### src/rtl/result_bus_arbiter.sv
// ============================================================================
// result_bus_arbiter : round-robin owner arbiter for a shared 3:1 result bus
// Rev 1.0 - initial release
// ============================================================================
`default_nettype none

module result_bus_arbiter #(
  parameter int MAX_HOLD = 16,
  parameter int CW       = $clog2(MAX_HOLD + 1)
) (
  input  logic          clk,
  input  logic          rst_n,
  input  logic [2:0]    req,
  input  logic [2:0]    done,
  output logic [2:0]    grant,
  output logic [1:0]    sel,
  output logic          busy,
  output logic          timeout,
  output logic [CW-1:0] owner_cycles
);

  typedef enum logic [1:0] {
    S_IDLE = 2'd0,
    S_OWN  = 2'd1,
    S_TURN = 2'd2
  } state_t;

  state_t        state, nx_state;
  logic [1:0]    last, nx_last;
  logic [1:0]    nx_sel;
  logic [2:0]    nx_grant;
  logic          nx_timeout;
  logic [CW-1:0] nx_cycles;
  logic [1:0]    rst_sync;
  logic          arb_en;
  logic [1:0]    winner;

  function automatic logic [1:0] inc3(input logic [1:0] x);
    return (x == 2'd2) ? 2'd0 : x + 2'd1;
  endfunction

  // Search order last+1, last+2, last so the previous owner has lowest priority.
  function automatic logic [1:0] pick(input logic [2:0] r, input logic [1:0] l);
    logic [1:0] c1, c2;
    c1 = inc3(l);
    c2 = inc3(c1);
    if (r[c1])      return c1;
    else if (r[c2]) return c2;
    else            return l;
  endfunction

  // Reset release is resynchronised so arbitration starts on a clean edge.
  always_ff @(posedge clk or negedge rst_n) begin
    if (!rst_n) rst_sync <= 2'b00;
    else        rst_sync <= {rst_sync[0], 1'b1};
  end

  assign arb_en = rst_sync[1];
  assign winner = pick(req, last);

  always_comb begin
    nx_state   = state;
    nx_last    = last;
    nx_sel     = sel;
    nx_grant   = grant;
    nx_timeout = 1'b0;
    nx_cycles  = owner_cycles;
    case (state)
      S_IDLE: begin
        if (arb_en && (req != 3'b000)) begin
          nx_state  = S_OWN;
          nx_grant  = 3'b001 << winner;
          nx_sel    = winner;
          nx_last   = winner;
          nx_cycles = CW'(1);
        end
      end
      S_OWN: begin
        if (done[sel] || !req[sel]) begin
          nx_state  = S_TURN;
          nx_grant  = 3'b000;
          nx_cycles = '0;
        end else if (owner_cycles == CW'(MAX_HOLD)) begin
          nx_state   = S_TURN;
          nx_grant   = 3'b000;
          nx_cycles  = '0;
          nx_timeout = 1'b1;
        end else begin
          nx_cycles = owner_cycles + CW'(1);
        end
      end
      S_TURN: begin
        nx_state = S_IDLE;
        nx_grant = 3'b000;
      end
      default: begin
        nx_state  = S_IDLE;
        nx_grant  = 3'b000;
        nx_cycles = '0;
      end
    endcase
  end

  always_ff @(posedge clk or negedge rst_n) begin
    if (!rst_n) begin
      state        <= S_IDLE;
      last         <= 2'd2;
      sel          <= 2'd0;
      grant        <= 3'b000;
      timeout      <= 1'b0;
      owner_cycles <= '0;
    end else begin
      state        <= nx_state;
      last         <= nx_last;
      sel          <= nx_sel;
      grant        <= nx_grant;
      timeout      <= nx_timeout;
      owner_cycles <= nx_cycles;
    end
  end

  assign busy = |grant;

endmodule

`default_nettype wire

### config.mk
export PLATFORM = sky130hd
export DESIGN_NAME = result_bus_arbiter
export DESIGN_NICKNAME = d
export VERILOG_FILES = /design/src/rtl/result_bus_arbiter.sv
export SDC_FILE = /design/constraint.sdc
export NUM_CORES = 1
export LEC_CHECK = 0
export ABC_AREA = 1
export ABC_CLOCK_PERIOD_IN_PS = 1660
export CORE_ASPECT_RATIO = 0.75
export CORE_MARGIN = 3
export CORE_UTILIZATION = 49
export DETAILED_ROUTE_END_ITERATION = 10
export PLACE_DENSITY_LB_ADDON = 0.12
export SLEW_MARGIN = 40
export SYNTH_ARGS = -nofsm -noshare
export SYNTH_HDL_FRONTEND = slang
export SYNTH_SLANG_ARGS = --single-unit
export TNS_END_PERCENT = 20
### constraint.sdc
create_clock -name clk -period 1.66 [get_ports clk]
set_input_delay 0.166 -clock clk [delete_from_list [all_inputs] [get_ports clk]]
set_output_delay 0.166 -clock clk [all_outputs]
set_load 0.03 [all_outputs]
# ---- After elaboration in Yosys (flattened, before gate mapping)
# Index checks and enable logic that the tools add are counted.
dict set report op_classes {
  n_addsub 3
  multipliers 0
  n_div 0
  n_lt_le_gt_ge 3
  n_eq_ne 7
  shifts 1
  muxes 27
  bitwise 1
  n_reduce_logical 9
}
# operator count
set ops {}
lappend ops {{$mux W5} 3}
lappend ops {{$pmux W5 S3} 1}
lappend ops {{$mux W2} 7}
lappend ops {{$lt A2 B3 Y1 const B} 3}
lappend ops {{$mux W3} 3}
lappend ops {{$bmux W1 S2} 4}
lappend ops {{$mux W1} 7}
lappend ops {{$eq A2 B2 Y1 const B} 3}
lappend ops {{$pmux W3 S2} 1}
lappend ops {{$reduce_and A2 Y1} 3}
lappend ops {{$add A5 B1 Y5 const B} 1}
lappend ops {{$eq A5 B5 Y1 const B} 1}
lappend ops {{$add A2 B1 Y2 const B} 2}
lappend ops {{$pmux W2 S2} 1}
lappend ops {{$ne A3 B3 Y1 const B} 1}
lappend ops {{$reduce_bool A3 Y1} 1}
lappend ops {{$reduce_or A3 Y1} 1}
lappend ops {{$shl A1 B2 Y3 const A} 1}
lappend ops {{$eq A2 B1 Y1 const B} 1}
lappend ops {{$logic_not A2 Y1} 1}
lappend ops {{$ne A2 B2 Y1 const B} 1}
lappend ops {{$logic_and A1 B1 Y1} 1}
lappend ops {{$logic_not A1 Y1} 1}
lappend ops {{$logic_or A1 B1 Y1} 1}
lappend ops {{$not A1 Y1} 1}
dict set report word_totals {
  register_bits 17
  latchBits 0
  ram_bits 0
  romBits 0
  in_bits 8
  output_inout_bits 12
  wordCells 58
  n_memories 0
}

# ---- Longest topological paths before layout
dict set report logic_depth {
  depth_word 11
  ltp_mapped 10
  depth_no_buf 9
}

# ---- Worst setup path before layout
# Ideal clock, no wire load.
dict set report synth_timing {
  kind {register -> register}
  start {reg owner_cycles[0]}
  end {reg grant[2]}
  setup_ps 74
  arrival_time_ps 1383
  t_required_ps 1586
  setup_slack_ps 203
  path_stages_with_launch 10
  path_buffers 0
  synth_period_minus_slack_ps 1457
  cell_sequence {dfrtp_1 > inv_1 > ha_1 > nand4_1 > inv_1 > nor2_4 > nand2_2 > nand2_2 > nand2_1 > o21ai_2}
}
dict set report synth_via {
  elab_chain_cells 3
}
# item line_no
set synth_rtl {}
lappend synth_rtl {{start: declaration} 19} ;# output logic [CW-1:0] owner_cycles
lappend synth_rtl {{start signal: assignment} 118} ;# owner_cycles <= nx_cycles;
lappend synth_rtl {{$eq A5 B5 Y1} 83} ;# end else if (owner_cycles == CW'(MAX_HOLD)) begin
lappend synth_rtl {{$ne A3 B3 Y1 (no line)} n/a}
lappend synth_rtl {{$reduce_and A2 Y1 (no line)} n/a}
lappend synth_rtl {{end signal: assignment} 116} ;# grant <= nx_grant;
lappend synth_rtl {{end: declaration} 15} ;# output logic [2:0] grant,
# Every way passes these cells.
# A chain may end at the register's enable or synchronous reset.

# ---- Final worst setup path
dict set report layout_timing {
  start {reg owner_cycles[3]}
  end {out owner_cycles[3]}
}
# No word-level cell between the ends.

==> flow_metrics.env <==
export IMPL_cts_inserted_buffers=3
export IMPL_port_buffers=19
export IMPL_ios=20
export IMPL_chipWidth_um=55.9
export IMPL_start_util_pct=56.9
export IMPL_end_kind="output pin"
export IMPL_cts_buffer_depth=2
export IMPL_vdd_drop_max_v=0.00124
export IMPL_synthCells=107
export IMPL_insertion_delay_ps=290
export IMPL_cts_tree="built"
export IMPL_p_per_area_nw_per_um2=1610
export IMPL_synth_top_family_by_area="simple AND/OR/NAND/NOR gates"
export IMPL_synth_top_cell_area_share_pct=41.0
export IMPL_worstReg2RegEnd="grant[2]$_DFFE_PN0P_"
export IMPL_cts_sinks=16
export IMPL_vias_per_cell=5.19
export IMPL_crit_type="flop to output pin"
export IMPL_core_area_um2=1610
export IMPL_drc=0
export IMPL_rsz0062_at_grt="false"
export IMPL_antenna_left=0
export IMPL_die_h_um=43.4
export IMPL_yosysMostFrequentCell="nand2_1"
export IMPL_grt_pass1_vias=722
export IMPL_cts_setup_buffers=0
export IMPL_vias=783
export IMPL_utilization_pct=71.8
export IMPL_critPathArrivalTime_ps=1410
export IMPL_grt_max_degree=17
export IMPL_antenna_found_initial=0
export IMPL_critPathTopFamily="buffers and inverters"
export IMPL_hold_viol=0
export IMPL_layout_drive_gt1_share_pct=21.5
export IMPL_synth_compound_area_share_pct=9.30
export IMPL_final_nets=141
export IMPL_reg2reg_setup_slack_ps=210
export IMPL_yosys_most_used_dff="dfrtp_1"
export IMPL_critPathMaxFanout=4
export IMPL_status="finished, final reports clean"
export IMPL_yosysTopAreaCell="dfrtp_1"
export IMPL_p_leak_uw=0.000573
export IMPL_drt_wl_total_um=1970
export IMPL_startpoint_type="flop"
export IMPL_synth_area_top_cells="dfrtp_1 41%, nand2_1 9.8%, nand3_1 4.9%, nor2_4 3.7%, nand3_2 3.3%"
export IMPL_yosysWarnings=0
export IMPL_die_area_um2=2430
export IMPL_post_place_cells=147
export IMPL_synth_simple_area_share_pct=33.5
export IMPL_worstPathBufferInverterCount=1
export IMPL_cap_violations=0
export IMPL_num_antenna_cells=0
export IMPL_wl_per_cell_um=13.0
export IMPL_gp_congestion=0.827
export IMPL_hold_class="input pin to asynchronous set/reset pin"
export IMPL_drtIter0Drc=40
export IMPL_post_route_min_period_ps=1580
export IMPL_cts_htree_levels=1
export IMPL_critical_path_max_stage_delay_ps=700
export IMPL_setup_viol=0
export IMPL_crit_chain="clkdlybuf4s50_1"
export IMPL_synth_area_um2=915
export IMPL_synth_commonest_cells="24 x nand2_1, 15 x dfrtp_1, 9 x nand3_1"
export IMPL_post_synth_num_cell_types=29
export IMPL_fmax_ghz=0.633
export IMPL_yosys_mux_area_fraction_pct=0
export IMPL_synth_seq_cells=16
export IMPL_yosys_area_share_adder_pct=2.74
export IMPL_reg2reg_depth=9
export IMPL_drv_slew=0
export IMPL_path_clk_slew_ps=80
export IMPL_core_rowCount=12
export IMPL_grt_ovfl_total=0
export IMPL_r2r_start="owner_cycles[0]$_DFFE_PN0P_"
export IMPL_grt_pass1_wl_um=3390
export IMPL_layoutNonFillerInstCount=151
export IMPL_finalPower_uw=1860
export IMPL_clock_skew_ps=6.35
export IMPL_synth_fp_nets=117
export IMPL_cts_root_buf="clkbuf_4"
export IMPL_synthArstFlopShare_pct=100
export IMPL_tns_ps=0
export IMPL_drt_pass1_iterations=6
export IMPL_hold_ws_ps=184
export IMPL_min_period_over_period_pct=95.2
export IMPL_yosysSeqAreaShare_pct=43.9
export IMPL_synth_xor_area_share_pct=1.92
export IMPL_synth_edf_count=0
export IMPL_cp_slowest_cell="clkdlybuf4s50_1"
export IMPL_track_usage_pct=18.5
export IMPL_syn2layout_area_growth_pct=26.1
export IMPL_synth_area_per_cell_um2=8.55
export IMPL_hpwl_um=1590
export IMPL_crit_required_ps=1490
==> kinds of logic (layout without fill, tap and decap cells) <==
kind of cell    count (synthesis)  after routing
flops                          16             16
other cells                     1              1
simple gates                   56             56
xor+xnor                        2              2
buf+inv                        17             40
fa+ha+maj                       2              2
compound gates                 13             13
==> report_power, final <==
part | switching (uW) | total [uW] | leakage [uW] | internal (uW)
Clock | 111 | 204 | 0.0000150 | 93.4
Combinational | 621 | 995 | 0.000354 | 374
Sequential | 155 | 664 | 0.000204 | 508
Total | 888 | 1860 | 0.000573 | 975
==> timing repair <==
action | CTS | global route
pin swaps | 0 | 0
hold buffers | 0 | 0
gates resized for setup | 2 | 1
setup endpoints to repair | 2 | 1
==> metrics by stage <==
step           cell area [um^2]  setup WS [ps]
6_report                   1150           79.5
5_1_grt                    1150           19.0
4_1_cts                    1150           28.9
3_5_place_dp               1130           86.4
3_3_place_gp               1130            117
2_1_floorplan               915            203
==> worst max-delay path by stage <==
stage	start	end	slack, ps	cells past startpoint
2_1_floorplan	owner_cycles[0]$_DFFE_PN0P_	grant[2]$_DFFE_PN0P_	200	9
3_3_place_gp	req[1]	grant[2]$_DFFE_PN0P_	120	9
3_5_place_dp	req[0]	grant[0]$_DFFE_PN0P_	90	9
4_1_cts	owner_cycles[2]$_DFFE_PN0P_	owner_cycles[2]	30	1
5_1_grt	grant[1]$_DFFE_PN0P_	busy	20	2
6_report	owner_cycles[3]$_DFFE_PN0P_	owner_cycles[3]	80	1
==> per-layer routing <==
layer  global-route usage [%]  part of all wire (%)
met5                        0                     0
met4                     4.27                  0.51
met3                     6.25                   6.2
met2                     29.5                    46
met1                     24.9                    47
==> placed cells by master (no fill, tap or decap), drive strengths merged <==
| master | netlist | final |
|---|---|---|
| o21ai | 6 | 6 |
| clkbuf | 0 | 4 |
| dfrtp | 15 | 15 |
| inv | 14 | 14 |
| a21oi | 3 | 3 |
| clkdlybuf4s50 | 0 | 16 |
| nor2 | 9 | 9 |
| dlygate4sd2 | 0 | 2 |
| dfstp | 1 | 1 |
| nor3 | 1 | 1 |
| o211ai | 1 | 1 |
| ha | 2 | 2 |
| nand3b | 1 | 1 |
| or3 | 1 | 1 |
| nand2 | 28 | 28 |
| buf | 2 | 2 |
| a21boi | 1 | 1 |
| xor2 | 2 | 2 |
| dlymetal6s2s | 0 | 1 |
| o21a | 1 | 1 |
| nand4 | 3 | 3 |
| conb | 1 | 1 |
| and3 | 1 | 1 |
| clkinv | 1 | 1 |
| o22ai | 1 | 1 |
| nand3 | 12 | 12 |
==> flip-flops by register name, summed over array words and instances (netlist names) <==
name / flops
timeout: 1
owner_cycles: 5
sel: 2
state: 2
grant: 3
last: 1
rst_sync: 2
==> area by class of cell <==
class	count	area [um^2]
inverters	15	56.3
clock buffers	4	26.3
flip-flops and latches	16	402
repair buffers	21	205
well taps	21	26.3
fillers	123	453
multi-input cells	74	438
No activity file was read; power rests on OpenSTA's default activity.
